**src/rtl/opcode_sequencer.sv**
```systemverilog
// opcode_sequencer: expands CALL/RET/RTI/interrupt into two micro-opcodes, inserts load-use bubbles and squashes flushed slots
module opcode_sequencer #(
  parameter logic [4:0] NOP_OP = 5'b00000
) (
  input  logic       clk,
  input  logic       rst,
  input  logic [4:0] instrOpCode,
  input  logic       instrValid,
  input  logic       flush,
  input  logic       loadUseHazard,
  input  logic       interruptReq,
  output logic [4:0] opCode,
  output logic       makeMeBubble,
  output logic       fetchStall,
  output logic       intAck,
  output logic       busy
);
  localparam logic [2:0] RUN   = 3'd0;
  localparam logic [2:0] CALL2 = 3'd1;
  localparam logic [2:0] RET2  = 3'd2;
  localparam logic [2:0] RTI2  = 3'd3;
  localparam logic [2:0] INT2  = 3'd4;
  localparam logic [4:0] OP_CALL  = 5'b11000;
  localparam logic [4:0] OP_CALL2 = 5'b11001;
  localparam logic [4:0] OP_RET   = 5'b11010;
  localparam logic [4:0] OP_RET2  = 5'b11011;
  localparam logic [4:0] OP_RTI   = 5'b11100;
  localparam logic [4:0] OP_RTI2  = 5'b11101;
  localparam logic [4:0] OP_INT   = 5'b11110;
  localparam logic [4:0] OP_INT2  = 5'b11111;
  logic [2:0] state_q, state_d;
  logic       int_pending_q, int_pending_d;
  logic       internal_op;
  assign internal_op = (instrOpCode == OP_CALL2) || (instrOpCode == OP_RET2) ||
                       (instrOpCode == OP_RTI2) || (instrOpCode == OP_INT) ||
                       (instrOpCode == OP_INT2);
  // a new request in the acknowledge cycle re-arms the flag
  assign int_pending_d = interruptReq | (int_pending_q & ~intAck);
  always_comb begin
    state_d      = RUN;
    opCode       = NOP_OP;
    makeMeBubble = 1'b0;
    fetchStall   = 1'b0;
    intAck       = 1'b0;
    busy         = 1'b0;
    if (rst) begin
      opCode     = 5'b00000;
      fetchStall = 1'b1;
    end else if (state_q != RUN) begin
      busy       = 1'b1;
      opCode     = state_q == CALL2 ? OP_CALL2 :
                   state_q == RET2  ? OP_RET2  :
                   state_q == RTI2  ? OP_RTI2  : OP_INT2;
      fetchStall = state_q == INT2;
      intAck     = state_q == INT2;
    end else if (flush) begin
      opCode = NOP_OP;
    end else if (int_pending_q) begin
      opCode     = OP_INT;
      fetchStall = 1'b1;
      state_d    = INT2;
    end else if (loadUseHazard) begin
      makeMeBubble = 1'b1;
      opCode       = instrOpCode;
      fetchStall   = 1'b1;
    end else if (!instrValid || internal_op) begin
      opCode = NOP_OP;
    end else if (instrOpCode == OP_CALL || instrOpCode == OP_RET || instrOpCode == OP_RTI) begin
      opCode     = instrOpCode;
      fetchStall = 1'b1;
      state_d    = instrOpCode == OP_CALL ? CALL2 :
                   instrOpCode == OP_RET  ? RET2  : RTI2;
    end else begin
      opCode = instrOpCode;
    end
  end
  always_ff @(posedge clk) begin
    if (rst) begin
      state_q       <= RUN;
      int_pending_q <= 1'b0;
    end else begin
      state_q       <= state_d;
      int_pending_q <= int_pending_d;
    end
  end
endmodule

```
**config.mk**
```make
export PLATFORM = sky130hd
export DESIGN_NAME = opcode_sequencer
export DESIGN_NICKNAME = d
export VERILOG_FILES = /design/src/rtl/opcode_sequencer.sv
export SDC_FILE = /design/constraint.sdc
export NUM_CORES = 1
export LEC_CHECK = 0
export BUFFER_PORTS_ARGS = -buffer_cell sky130_fd_sc_hd__buf_4
export CAP_MARGIN = 10
export CORE_AREA = 4 4 41 43
export CTS_CLUSTER_DIAMETER = 50
export DETAILED_ROUTE_END_ITERATION = 7
export DIE_AREA = 0 0 45 47
export GPL_TIMING_DRIVEN = 0
export SLEW_MARGIN = 30
export SYNTH_ARGS = -nofsm -noshare
export SYNTH_HDL_FRONTEND = slang
export SYNTH_SLANG_ARGS = --single-unit
```
**constraint.sdc**
```tcl
create_clock -name clk -period 1.91 [get_ports clk]
set_clock_uncertainty 0.15 [all_clocks]
set_input_delay 0.382 -clock clk [delete_from_list [all_inputs] [get_ports clk]]
set_output_delay 0.382 -clock clk [all_outputs]
set_load 0.005 [all_outputs]
```
-- Word-level counts from Yosys, hierarchy flattened
Cells that the tools add are included.
- register bits after elaboration: 4
- input port bits: 11
- word-level logic and storage cells: 63
- equality and inequality tests: 12
- muxes and demuxes: 31
- bitwise gates (word level): 4
- reductions and logical operators: 12
- operator list (kind ; number):
    $eq 5x5->1 const B ; 8
    $mux 5 ; 6
    $mux 1 ; 17
    $mux 2 ; 5
    $mux 3 ; 3
    $reduce_or 8->1 ; 1
    $logic_or 1x1->1 ; 7
    $reduce_or 7->1 ; 1
    $eq 3x2->1 const B ; 2
    $eq 3x1->1 const B ; 1
    $eq 3x3->1 const B ; 1
    $reduce_bool 3->1 ; 1
    $reduce_or 3->1 ; 1
    $not 1->1 ; 2
    $and 1x1->1 ; 1
    $logic_not 1->1 ; 1
    $or 1x1->1 ; 1

-- Depth between registers and ports, before layout
Gate-level depths: netlist of run 1.
- depth in word-level cells: 12
- gate-level depth with buffers: 4

-- Worst setup path after synthesis of run 1
OpenSTA, ideal clock, no wires.
- path type: input -> output
- start point: input instrOpCode[4]
- end point: output opCode[0]
- arrival: 1167 ps
- path slack: 211 ps
- stages on the path: 4
- buffers on the path: 0
- cells stage by stage: nand2_1 > a21oi_1 > or4b_1 > a21oi_1
- longest elaborated chain between the ends: 12
- elaborated cells between the ends (all ways): 16
- ends and longest elaborated chain (item ; RTL line ; text):
    start, declared ; 7 ; input logic [4:0] instrOpCode,
    $eq 5x5->1 ; 34 ; assign internal_op = (instrOpCode == OP_CALL2) || (instrOpCode == OP_RET2) ||
    $logic_or 1x1->1 (2 in series) ; 34 ;
    $logic_or 1x1->1 ; 35 ; (instrOpCode == OP_RTI2) || (instrOpCode == OP_INT) ||
    $logic_or 1x1->1 (*) ; 35 ;
    $logic_or 1x1->1 (*) ; 66 ; end else if (!instrValid || internal_op) begin
    $mux 5 (*) ; 66 ;
    $mux 5 (*) ; 62 ; end else if (loadUseHazard) begin
    $mux 5 (*) ; 58 ; end else if (int_pending_q) begin
    $mux 5 (*) ; 56 ; end else if (flush) begin
    $mux 5 (*) ; 49 ; end else if (state_q != RUN) begin
    $mux 5 (*) ; 46 ; if (rst) begin
    end, declared ; 12 ; output logic [4:0] opCode,
Mark *: on every way between the ends. The rest lies on a longest branch, timed or not.

-- Worst setup path in the final report of run 1
- start point: input instrValid
- end point: output opCode[3]
- longest elaborated chain between the ends: 8
- ends and longest elaborated chain (item ; RTL line ; text):
    start, declared ; 8 ; input logic instrValid,
    $logic_not 1->1 ; 66 ;
    $logic_or 1x1->1 ; 66 ;
    $mux 5 ; 66 ;
    $mux 5 ; 62 ;
    $mux 5 ; 58 ;
    $mux 5 ; 56 ;
    $mux 5 ; 49 ;
    $mux 5 ; 46 ;
Every way passes these cells.

==> results of run 1 <==
==> synth_stat cells, drive strengths merged <==
| cell | n | share of area |
|---|---|---|
| a211oi | 1 | 0.023 |
| a21o | 2 | 0.045 |
| a21oi | 8 | 0.12 |
| a221o | 1 | 0.030 |
| and2 | 1 | 0.026 |
| and2b | 1 | 0.023 |
| and3 | 2 | 0.038 |
| clkbuf | 1 | 0.011 |
| dfxtp | 4 | 0.24 |
| inv | 1 | 0.011 |
| nand2 | 3 | 0.034 |
| nand2b | 3 | 0.056 |
| nand3 | 1 | 0.015 |
| nand4b | 1 | 0.026 |
| nor2 | 8 | 0.090 |
| nor3 | 6 | 0.11 |
| nor3b | 1 | 0.023 |
| o41ai | 1 | 0.026 |
| or4b | 1 | 0.030 |
| xnor2 | 1 | 0.026 |
==> sequential cells by signal, indices dropped and copies added, names as in the netlist <==
name           cells
int_pending_q      1
state_q            3
==> how the worst max path moves through the flow <==
stage / cells after the start / slack (ps) / endpoint / from
CTS: 6 / -60 / opCode[3] / instrOpCode[0]
global placement: 6 / -70 / opCode[0] / instrOpCode[4]
floorplan: 4 / 210 / opCode[0] / instrOpCode[4]
global route: 6 / -80 / opCode[3] / instrOpCode[0]
detailed placement: 6 / -80 / opCode[3] / instrValid
finish: 6 / -30 / opCode[3] / instrValid
==> per-layer routing <==
layer / GRT usage / vias up / wire length [µm]
met4: 0.0351 / 0 / 6
met5: 0 / - / 0
met3: 0.0805 / 2 / 93
met1: 0.123 / 192 / 435
met2: 0.186 / 11 / 529
li1: - / 224 / -
==> area by class of cell <==
type / count / area (µm²) / area share
Multi-Input combinational cell: 42 / 270 / 0.476
Buffer: 1 / 3.75 / 0.00661
Sequential cell: 4 / 83.8 / 0.148
Clock buffer: 3 / 22.5 / 0.0396
Timing Repair Buffer: 19 / 165 / 0.291
Tap cell: 15 / 18.8 / 0.0330
Inverter: 1 / 3.75 / 0.00661
==> cells by family after synthesis <==
group           share of synthesized area
compound gates                      0.244
buf+inv                            0.0225
simple gates                        0.466
flops                               0.241
xor+xnor                           0.0263
==> power by group through the flow <==
stage	registers [W]	clock network [W]	logic (W)
2_1_floorplan	0.0000904	0	0.0000371
6_report	0.0000912	0.000103	0.0000895
3_5_place_dp	0.0000917	0	0.0000785
5_1_grt	0.0000918	0.000117	0.0000994
3_3_place_gp	0.0000915	0	0.0000775
4_1_cts	0.0000906	0.000112	0.0000853
==> repair_timing <==
item,CTS,global route
setup buffers,1,0
pin swaps,5,7
endpoints found under the setup margin,4,6
resized for setup,6,8
hold buffers,0,0
==> per-stage QoR <==
stage | utilization | cell area [µm²] | std cells | total power, W
2_1_floorplan | - | 333 | 48 | 0.000128
3_3_place_gp | 0.374 | 487 | 81 | 0.000169
3_5_place_dp | 0.374 | 487 | 81 | 0.000170
4_1_cts | 0.415 | 541 | 85 | 0.000287
5_1_grt | 0.437 | 568 | 85 | 0.000309
6_report | 0.437 | 568 | 85 | 0.000284
==> results.py, run 1 <==
metrics = {
    "critical_path": {
        "r2r_cells": 3,
        "cp_num_buf_inv": 3,
        "worstSetupStartpointType": "primary input",
        "cp_cell_sequence": "buf_6 > buf_4 > a221o_1 > and2_4 > a21o_1 > buf_6",
        "critPathCaptureType": "primary output",
        "cp_slowest_stage_delay_ps": 360,
        "critPathTopFamily": "compound AO/OA/AOI/OAI gates",
        "cp_slowest_cell": "a221o_1",
        "arrival_ps": 1410,
        "critical_path_class": "primary input to primary output",
        "crit_path_frequent_cell": "buf_6",
        "cp_max_fo": 3,
        "cp_data_required_time_ps": 1380,
        "timing.rr.start": "state_q[0]",
        "regToRegSetupSlack_ps": 800,
        "r2r_end": "state_q[1]",
    },
    "die": {
        "initial_core_util": 0.256,
        "chipWidth_um": 45,
        "core-area_um2": 1300,
        "dieArea_um2": 2120,
        "die_h_um": 47,
        "num_rows": 13,
        "ios": 20,
    },
    "final_layout": {
        "layout_commonest_cell": "buf_4",
        "fin_nets": 83,
        "n_fill_cell": 156,
        "drive_above_1_share": 0.429,
        "syn_to_final_growth_pct": 70.7,
        "final_cell_mix": "buf_4 (13), nor2_1 (8), a21oi_1 (7)",
        "num_antenna_cells": 0,
    },
    "sta": {
        "hold_violations": 0,
        "finalSetupTns_ps": -56.6,
        "finalCritPeriodShare": 1.01,
        "maxSlewHeadroom": 0.738,
        "report.final.slew_viol_count": 0,
        "clock.fmax_mhz": 516,
        "hold_ws_ps": 187,
        "finalSetupViolations": 3,
        "setup_ws_ps": -28.3,
        "grt_setup_unrepaired": "true",
        "tightest_slew_ps": 394,
        "period_needed_ps": 1940,
    },
    "drt": {
        "routedWlPerCell_um": 12.5,
        "vias": 429,
        "drtIter0Drc": 1,
        "drc_errors": 0,
        "drt-pass1-iter-count": 2,
        "ant_nets": 0,
        "drt_wl_total_mm": 1.07,
        "viasPerCell": 5.05,
    },
    "power": {
        "peakVddDrop_mv": 0.293,
        "p_sw_w": 0.0000748,
        "swShare": 0.263,
        "pwr-share-seq": 0.321,
        "p_comb_frac": 0.315,
        "clockPowerShare": 0.364,
        "p_int_w": 0.000209,
        "p_per_area_nw_per_um2": 500,
        "p_leak_nw": 0.267,
    },
    "cts": {
        "cts_tree": "done",
        "clockBufferDepth": 2,
        "clockRootBuffer": "clkbuf_4",
        "path_clk_slew_ps": 30,
        "clk_latency_ps": 230,
        "htree_levels": 1,
        "cts.sinks": 4,
        "cts_inserted_buffers": 3,
    },
    "yosys": {
        "syn-num-nets": 59,
        "synth_cell_types": 21,
        "syn_area_um2": 333,
        "syn_avg_cell_area_um2": 6.93,
        "ys_seq_area_frac": 0.241,
        "yosysWarnings": 0,
        "postSynthCellCount": 48,
        "synth_seq_cells": 4,
    },
    "global_routing": {
        "grt_first_pass_wirelength_mm": 1.70,
        "overflow": 0,
        "grt_max_degree": 11,
        "grt_pass1_vias": 409,
        "grt_use_total": 0.116,
        "antenna_found_initial": 0,
    },
    "job": {
        "maxCapViolCount": 0,
    },
    "place": {
        "place.gp.congestion": 0.720,
        "hpwl_um": 808,
        "place_ws_ps": -79.7,
        "portBuffers": 18,
    },
    "min_path": {
        "hold_depth": 2,
        "hp-class": "primary input to register",
        "hold-path-endpoint": "state_q[0]",
        "holdCritStartpoint": "instrOpCode[1]",
    },
    "outcome": {
        "status": "finished, violations left",
        "failed_checks": "setup timing",
    },
}
(Power assumes the default switching activity.)
==> inputs of run 2 (changes only) <==
--- a/config.mk
+++ b/config.mk
@@ -12,6 +12,7 @@
 export DETAILED_ROUTE_END_ITERATION = 7
 export DIE_AREA = 0 0 45 47
 export GPL_TIMING_DRIVEN = 0
+export PLACE_DENSITY = 0.5
 export SLEW_MARGIN = 30
 export SYNTH_ARGS = -nofsm -noshare
 export SYNTH_HDL_FRONTEND = slang
==> results.py, run 2 (synthesized netlist as in run 1, its figures left out) <==
metrics = {
    "critical_path": {
        "arrival_ps": 1410,
        "regToRegSetupSlack_ps": 690,
        "cp-startpoint": "instrOpCode[0]",
        "cp_max_fo": 3,
        "critPathCaptureType": "primary output",
        "cp_data_required_time_ps": 1380,
        "crit_end": "opCode[4]",
        "r2r_end": "state_q[1]",
        "worstSetupStartpointType": "primary input",
        "cp_slowest_stage_delay_ps": 340,
        "cp_slowest_cell": "a221o_1",
        "timing.rr.start": "state_q[2]",
        "crit_path_frequent_cell": "buf_6",
        "critical_path_class": "primary input to primary output",
        "r2r_cells": 4,
        "cp_cell_sequence": "buf_6 > and2b_1 > a221o_1 > and2_4 > a21o_1 > buf_6",
    },
    "place": {
        "place.gp.congestion": 0.740,
        "placedCellCount": 81,
        "portBuffers": 18,
        "hpwl_um": 800,
        "placed_area_um2": 487,
    },
    "final_layout": {
        "layout_commonest_cell": "buf_4",
        "drive_above_1_share": 0.528,
        "n_fill_cell": 143,
        "instances_no_fill": 87,
        "syn_to_final_growth_pct": 84.2,
        "final_cell_mix": "buf_4 (14), nor2_1 (8), buf_6 (7)",
        "fin_nets": 85,
        "num_antenna_cells": 0,
        "final_cell_area_um2": 613,
        "largest_reg_flops": 3,
        "reg.largest.list": "state_q (3), int_pending_q (1)",
        "regMostFlops": "state_q",
    },
    "drt": {
        "vias": 445,
        "viasPerCell": 5.11,
        "drtIter0Drc": 8,
        "drc_errors": 0,
        "ant_nets": 0,
        "routedWlPerCell_um": 12.3,
        "drt_wl_total_mm": 1.07,
        "drt-pass1-iter-count": 4,
    },
    "die": {
        "dieArea_um2": 2120,
        "ios": 20,
        "chipWidth_um": 45,
        "initial_core_util": 0.256,
        "core-area_um2": 1300,
        "num_rows": 13,
        "die_h_um": 47,
    },
    "sta": {
        "hold_ws_ps": 190,
        "finalSetupViolations": 2,
        "tightest_slew_ps": 437,
        "maxSlewHeadroom": 0.709,
        "finalCritPeriodShare": 1.02,
        "setup_ws_ps": -35.7,
        "period_needed_ps": 1950,
        "grt_setup_unrepaired": "true",
        "hold_violations": 0,
        "clock.fmax_mhz": 514,
        "report.final.slew_viol_count": 0,
    },
    "min_path": {
        "hp-class": "primary input to register",
    },
    "global_routing": {
        "overflow": 0,
        "grt_use_total": 0.104,
        "grt_first_pass_wirelength_mm": 1.63,
        "grt_pass1_vias": 401,
        "busiest_layer": "met2",
        "grt_max_degree": 11,
        "use_met3": 0.0575,
        "antenna_found_initial": 0,
        "gr-usage-met2": 0.175,
        "use_met1": 0.126,
    },
    "power": {
        "peakVddDrop_mv": 0.329,
        "p_leak_nw": 0.287,
        "power_w": 0.000292,
        "p_per_area_nw_per_um2": 476,
    },
    "cts": {
        "cts.sinks": 4,
        "clockRootBuffer": "clkbuf_4",
        "path_clk_slew_ps": 30,
        "clk_latency_ps": 230,
        "htree_levels": 1,
        "clockBufferDepth": 2,
        "cts_inserted_buffers": 3,
        "cts_tree": "done",
        "cts_hold_buffers": 0,
    },
    "outcome": {
        "status": "finished, violations left",
        "failed_checks": "setup timing",
    },
    "job": {
        "maxCapViolCount": 0,
    },
}
run 2: layout make-up:
type | instances | area, µm² | share of cell area
plain buffers | 1 | 3.75 | 0.00612
clock buffers | 3 | 22.5 | 0.0367
inverters | 1 | 3.75 | 0.00612
multi-input cells | 42 | 295 | 0.482
flip-flops and latches | 4 | 85.1 | 0.139
well taps | 15 | 18.8 | 0.0306
repair buffers | 21 | 184 | 0.300
run 2: metrics by stage:
step	util	setup TNS, ps	worst slack (ps)
5_1_grt	0.471	-119	-43.5
2_1_floorplan	-	0	211
6_report	0.471	-50.7	-35.7
4_1_cts	0.418	-76.4	-27.7
3_3_place_gp	0.374	-214	-76.2
3_5_place_dp	0.374	-206	-79.8
run 2: how the worst min path moves through the flow:
stage,slack [ps],cells after the start,start,end
after floorplan,300,1,instrOpCode[1],state_q[0]
after global placement,420,1,int_pending_q,state_q[2]
after detailed placement,410,1,int_pending_q,state_q[2]
after CTS,190,2,instrOpCode[1],state_q[0]
after global routing,180,2,instrOpCode[1],state_q[0]
final,190,2,instrOpCode[1],state_q[0]
run 2: what timing repair did:
action | in CTS | in global routing
resized for setup | 7 | 14
setup endpoints to repair | 4 | 6
gates cloned | 0 | 0
setup buffers | 1 | 2
hold endpoints to repair | 0 | 0
pin swaps | 4 | 5
run 2: worst max-delay path: cells and delay by family:
family | cells | cell delay, ps
and+or+nand+nor | 2 | 330
buffers and inverters | 2 | 190
AOI/OAI and AO/OA | 2 | 510
run 2: routing by layer:
layer  vias up  share of wire
met5         -              0
met4         0              0
met3         0          0.096
met2        17           0.49
met1       200           0.41
li1        228              -
run 2: report_power, final:
group          leakage (nW)  total [W]  internal, W  switching, W
Clock                0.0138   0.000102    0.0000701     0.0000318
Sequential           0.0343  0.0000914    0.0000870    0.00000442
Combinational         0.239  0.0000987    0.0000585     0.0000402
Total                 0.287   0.000292     0.000216     0.0000764
